--- src/rtl/vgafb_fmlarb.sv ---
// Arbiter sharing one FML 4x64 read port between the vgafb pixel feed (m0) and a secondary fetch client (m1).
// Build option: define VGAFB_FMLARB_RR_EN for strict round-robin instead of fixed priority with a starvation limit.
module vgafb_fmlarb #(
    parameter int fml_depth     = 26,
    parameter int fml_latency   = 1,
    parameter int max_m0_bursts = 8
) (
    input  logic                 sys_clk,
    input  logic                 sys_rst,
    input  logic [fml_depth-1:0] m0_adr,
    input  logic                 m0_stb,
    output logic                 m0_ack,
    output logic                 m0_dvalid,
    input  logic [fml_depth-1:0] m1_adr,
    input  logic                 m1_stb,
    output logic                 m1_ack,
    output logic                 m1_dvalid,
    output logic [63:0]          m_di,
    output logic [fml_depth-1:0] fml_adr,
    output logic                 fml_stb,
    input  logic                 fml_ack,
    input  logic [63:0]          fml_di
);

    typedef enum logic [1:0] {
        S_IDLE = 2'd0,
        S_REQ  = 2'd1,
        S_LAT  = 2'd2,
        S_DATA = 2'd3
    } state_e;

    localparam logic [2:0] LAT_LOAD = 3'(fml_latency - 1);
    localparam bit         LAT_ONE  = (fml_latency == 1);
`ifndef VGAFB_FMLARB_RR_EN
    localparam logic [7:0] MAX_M0   = 8'(max_m0_bursts);
`endif

    state_e               state_q, state_d;
    logic                 grant_q, grant_d;
    logic                 fml_stb_q, fml_stb_d;
    logic [fml_depth-1:0] fml_adr_q, fml_adr_d;
    logic [2:0]           lat_q, lat_d;
    logic [1:0]           beat_q, beat_d;
    logic [7:0]           starve_q, starve_d;
    logic                 any_req_s;
    logic                 pick_m1_s;
`ifdef VGAFB_FMLARB_RR_EN
    logic                 rr_last_q, rr_last_d;
`endif

    // State register
    always_ff @(posedge sys_clk) begin
        if (sys_rst) begin
            state_q <= S_IDLE;
        end else begin
            state_q <= state_d;
        end
    end

    // Arbitration decision, consumed only in IDLE; rr_last_q set means m1 was served last
    always_comb begin
        any_req_s = m0_stb | m1_stb;
`ifdef VGAFB_FMLARB_RR_EN
        pick_m1_s = m1_stb & (~m0_stb | ~rr_last_q);
`else
        pick_m1_s = m1_stb & (~m0_stb | (starve_q == MAX_M0));
`endif
    end

    // Next-state logic
    always_comb begin
        state_d = state_q;
        case (state_q)
            S_IDLE: begin
                if (any_req_s) begin
                    state_d = S_REQ;
                end else begin
                    state_d = S_IDLE;
                end
            end
            S_REQ: begin
                if (fml_ack) begin
                    state_d = LAT_ONE ? S_DATA : S_LAT;
                end else begin
                    state_d = S_REQ;
                end
            end
            S_LAT: begin
                if (lat_q <= 3'd1) begin
                    state_d = S_DATA;
                end else begin
                    state_d = S_LAT;
                end
            end
            S_DATA: begin
                if (beat_q == 2'd3) begin
                    state_d = S_IDLE;
                end else begin
                    state_d = S_DATA;
                end
            end
            default: state_d = S_IDLE;
        endcase
    end

    // Datapath next values: request/address capture, grant, counters
    always_comb begin
        fml_stb_d = fml_stb_q;
        fml_adr_d = fml_adr_q;
        grant_d   = grant_q;
        lat_d     = lat_q;
        beat_d    = beat_q;
        starve_d  = starve_q;
`ifdef VGAFB_FMLARB_RR_EN
        rr_last_d = rr_last_q;
`endif
        case (state_q)
            S_IDLE: begin
                if (any_req_s) begin
                    fml_stb_d = 1'b1;
                    fml_adr_d = pick_m1_s ? m1_adr : m0_adr;
                    grant_d   = pick_m1_s;
`ifdef VGAFB_FMLARB_RR_EN
                    rr_last_d = pick_m1_s;
                    starve_d  = 8'd0;
`else
                    // Only m0 wins taken while m1 waits count towards forcing m1
                    if (pick_m1_s || !m1_stb) begin
                        starve_d = 8'd0;
                    end else if (starve_q != 8'hFF) begin
                        starve_d = starve_q + 8'd1;
                    end else begin
                        starve_d = starve_q;
                    end
`endif
                end else begin
                    fml_stb_d = 1'b0;
                end
            end
            S_REQ: begin
                if (fml_ack) begin
                    fml_stb_d = 1'b0;
                    lat_d     = LAT_LOAD;
                end else begin
                    fml_stb_d = 1'b1;
                end
            end
            S_LAT: begin
                if (lat_q != 3'd0) begin
                    lat_d = lat_q - 3'd1;
                end else begin
                    lat_d = 3'd0;
                end
            end
            S_DATA: beat_d = beat_q + 2'd1;
            default: fml_stb_d = 1'b0;
        endcase
    end

    // Datapath registers
    always_ff @(posedge sys_clk) begin
        if (sys_rst) begin
            fml_stb_q <= 1'b0;
            fml_adr_q <= '0;
            grant_q   <= 1'b0;
            lat_q     <= 3'd0;
            beat_q    <= 2'd0;
            starve_q  <= 8'd0;
`ifdef VGAFB_FMLARB_RR_EN
            rr_last_q <= 1'b1;
`endif
        end else begin
            fml_stb_q <= fml_stb_d;
            fml_adr_q <= fml_adr_d;
            grant_q   <= grant_d;
            lat_q     <= lat_d;
            beat_q    <= beat_d;
            starve_q  <= starve_d;
`ifdef VGAFB_FMLARB_RR_EN
            rr_last_q <= rr_last_d;
`endif
        end
    end

    // Outputs: ack follows fml_ack in REQ, dvalid marks the granted master's beats
    always_comb begin
        m_di    = fml_di;
        fml_stb = fml_stb_q;
        fml_adr = fml_adr_q;
        if (state_q == S_REQ) begin
            m0_ack = fml_ack & ~grant_q;
            m1_ack = fml_ack & grant_q;
        end else begin
            m0_ack = 1'b0;
            m1_ack = 1'b0;
        end
        if (state_q == S_DATA) begin
            m0_dvalid = ~grant_q;
            m1_dvalid = grant_q;
        end else begin
            m0_dvalid = 1'b0;
            m1_dvalid = 1'b0;
        end
    end

endmodule

--- config.mk ---
export PLATFORM = sky130hd
export DESIGN_NAME = vgafb_fmlarb
export DESIGN_NICKNAME = d
export VERILOG_FILES = /design/src/rtl/vgafb_fmlarb.sv
export SDC_FILE = /design/constraint.sdc
export NUM_CORES = 1
export LEC_CHECK = 0
export ABC_AREA = 1
export ABC_CLOCK_PERIOD_IN_PS = 3600
export CAP_MARGIN = 30
export CELL_PAD_IN_SITES_DETAIL_PLACEMENT = 0
export CELL_PAD_IN_SITES_GLOBAL_PLACEMENT = 1
export CORE_MARGIN = 2
export CORE_UTILIZATION = 24
export DETAILED_ROUTE_END_ITERATION = 10
export PLACE_DENSITY_LB_ADDON = 0.1
export SLEW_MARGIN = 20
export SYNTH_ARGS = -nofsm -noshare
export SYNTH_HDL_FRONTEND = slang
export SYNTH_SLANG_ARGS = --single-unit
--- constraint.sdc ---
create_clock -name sys_clk -period 3.6 [get_ports sys_clk]
set_input_delay 0.9 -clock sys_clk [delete_from_list [all_inputs] [get_ports sys_clk]]
set_output_delay 0.9 -clock sys_clk [all_outputs]
set_load 0.05 [all_outputs]
==> flow_metrics.env <==
export IMPL_finalCritPeriodShare_pct=76.5
export IMPL_total_power_mw=1.70
export IMPL_syn2layout_area_growth_pct=22.0
export IMPL_dr_first_iter_drc_count=97
export IMPL_numCtsBuffers=5
export IMPL_crit_family="buffers and inverters"
export IMPL_outcome="completed"
export IMPL_die_height_um=114
export IMPL_rows=40
export IMPL_routedWlPerCell_um=13.0
export IMPL_hold_depth=2
export IMPL_post_cts_buffers=0
export IMPL_cts_buffer_depth=2
export IMPL_syn_area_mm2=0.00289
export IMPL_hold_violations=0
export IMPL_p_per_area_mw_per_mm2=481
export IMPL_hold_buffers=0
export IMPL_ios=216
export IMPL_core_mm2=0.0119
export IMPL_nNetsFinal=580
export IMPL_synth_top_family_by_area="simple AND/OR/NAND/NOR gates"
export IMPL_first_pass_iters=4
export IMPL_drc=0
export IMPL_ctsResizeCount=0
export IMPL_grt_setup_unrepaired="no"
export IMPL_initial_core_util_pct=24.4
export IMPL_clk_pin_slew_ns=0.06
export IMPL_clock_sinks=43
export IMPL_dieArea_mm2=0.0129
export IMPL_synth_net_count=566
export IMPL_antenna_left=0
export IMPL_postSynthAreaPerCell_um2=6.54
export IMPL_slowest_stage="clkdlybuf4s50_1"
export IMPL_power_internal_mw=1.04
export IMPL_wl_um=7830
export IMPL_ir_worst_vdd_v=0.000150
export IMPL_tightest_slew_ns=0.810
export IMPL_cts_max_level=2
export IMPL_num_antenna_cells=0
export IMPL_leakage_nw=1.62
export IMPL_grt_overflow_total=0
export IMPL_finalMaxSlewViolations=0
export IMPL_period_minus_slack_ns=2.75
export IMPL_pwr_share_comb_pct=39.3
export IMPL_worst_path_max_fanout=7
export IMPL_timing_hold_ws_ns=0.468
export IMPL_crit_cells=3
export IMPL_path_cells="nand2_1 > nor2_1 > clkdlybuf4s50_1"
export IMPL_synth_top_area_share_pct=29.8
export IMPL_path_buf_inv=1
export IMPL_power_switching_mw=0.658
export IMPL_synth_compound_area_share_pct=3.98
export IMPL_fmax_ghz=0.363
export IMPL_grt_pass1_vias=2580
export IMPL_via_per_inst=4.27
export IMPL_place_hpwl_um=5550
export IMPL_pre_cts_slack_ns=0.892
export IMPL_swShare_pct=38.8
export IMPL_antenna_found_initial=0
export IMPL_vias=2578
export IMPL_finalSetupViolations=0
export IMPL_synth_top_cells_by_area="dfxtp_1 30%, buf_4 17%, nand3_1 12%"
export IMPL_r2r_start="starve_q[0]$_SDFFE_PP0P_"
export IMPL_start_kind="flop"
export IMPL_ys_warn_count=0
export IMPL_required_ns=2.70
export IMPL_syn_inst=442
export IMPL_worstHoldPathType="flop to flop"
export IMPL_final_common_cell="clkdlybuf4s50_1"
export IMPL_power_share_clock_pct=26.4
export IMPL_yosys_area_share_simple_pct=37.4
export IMPL_fillers=1311
export IMPL_synth_top_area_cell="dfxtp_1"
export IMPL_ys_types=27
export IMPL_clockRootBuffer="clkbuf_16"
export IMPL_utilization_pct=29.7
export IMPL_cp_slowest_stage_delay_ns=0.81
export IMPL_synth_xor_xnor_area_share_pct=0.303
export IMPL_synth_adder_area_share_pct=1.30
export IMPL_grt_start_max_net_pins=62
export IMPL_synthMuxAreaShare_pct=0
export IMPL_tritoncts="done"
export IMPL_globalplace_congestion=0.736
export IMPL_reg2reg_depth=9
export IMPL_clock_latency_ns=0.29
export IMPL_grt_usage_pct=12.3
export IMPL_skew_ns=0.00639
export IMPL_hp_start="beat_q[1]$_SDFFE_PP0N_"
export IMPL_finalWorstSetupSlack_ns=0.846
export IMPL_crit_type="flop to output port"
export IMPL_drive_above_1_share_pct=7.00
export IMPL_cp_arrival_ns=1.85
export IMPL_grt_pass1_wl_um=12700
export IMPL_synth_seq_cells=43
export IMPL_ys_seq_area_share_pct=29.8
export IMPL_io_buffers=87
export IMPL_p_seq_share_pct=34.3
export IMPL_finalSetupTns_ns=0
export IMPL_die_w_um=114
export IMPL_final_cell_mix="85 x clkdlybuf4s50_1, 80 x nand2_1, 74 x nor2_1, 69 x nand3_1, 50 x inv_1"
export IMPL_crit_start="state_q[1]$_SDFF_PP0_"
export IMPL_critPathCaptureType="output port"
export IMPL_slew_headroom_pct=45.8
export IMPL_maxCapViolCount=0
## flip-flops by register name, indices dropped and copies added (netlist names)
signal,flops
state_q,2
grant_q,1
fml_stb,1
beat_q,2
fml_adr,26
starve_q,8
lat_q,3
## final cells by class
type / instances / area [µm²] / share of cell area, %
Clock buffer: 5 / 125 / 3.55
Clock inverter: 3 / 15.0 / 0.426
Inverter: 51 / 191 / 5.43
Multi-Input combinational cell: 264 / 1240 / 35.2
Sequential cell: 43 / 861 / 24.4
Tap cell: 147 / 184 / 5.21
Timing Repair Buffer: 91 / 908 / 25.8
## cell families after synthesis
kind of cell / Yosys count
AOI/OAI and AO/OA: 18
buffers and inverters: 135
DFF: 43
and+or+nand+nor: 242
xor gates and xnor gates: 1
adders and majority gates: 3
## worst reg2reg max path, cell delays in order (launching register included)
cell,delay (ns)
dfxtp_1,0.34
inv_1,0.09
ha_1,0.16
nand3_2,0.12
o21ai_4,0.68
nand2_4,0.37
nand2_1,0.17
nand3_1,0.09
nand2_1,0.08
inv_1,0.03
## Yosys cell counts
cell and count:
nand2_2 1, nor2_4 1, or2_2 2, o21ai_0 4
inv_1 50, nand3_2 8, nand4_1 2, a21oi_1 8
o21ai_4 1, nor2_2 3, inv_2 1, buf_4 66
nor2_1 74, nand3_1 69, buf_2 9, xor2_1 1
buf_6 3, dfxtp_1 43, nor3_1 1, o21ai_1 1
o31ai_1 2, nand2_1 80, o21bai_1 1, o2111a_1 1
clkbuf_1 6, ha_1 3, nand2_4 1
## through the flow
step                      std cells  area [µm²]
after floorplan                 442        2890
after detailed placement        596        3390
after global routing            604        3530
final                           604        3530
after CTS                       604        3530
after global placement          596        3390
## power by group through the flow
stage	Combinational, mW	Sequential (mW)	Clock (mW)
2_1_floorplan	0.454	0.767	0
3_3_place_gp	0.677	0.592	0
3_5_place_dp	0.673	0.591	0
4_1_cts	0.677	0.582	0.472
5_1_grt	0.731	0.591	0.490
6_report	0.668	0.581	0.448
## path summary, 6_finish.rpt
check,end,slack [ns]
worst max-delay path,m1_dvalid,0.85
worst min-delay path,beat_q[1]$_SDFFE_PP0N_,0.47
worst max register to register,fml_adr[23]$_SDFFE_PP0P_,1.37
worst min register to register,beat_q[1]$_SDFFE_PP0N_,0.47
## per-layer routing
layer	up-vias	GRT usage, %	wire length [µm]
li1	1331	-	-
met2	94	19.8	3570
met4	0	4.88	147
met5	-	0	0
met1	1127	14.8	3430
met3	26	4.68	684
(Power assumes the default switching activity.)
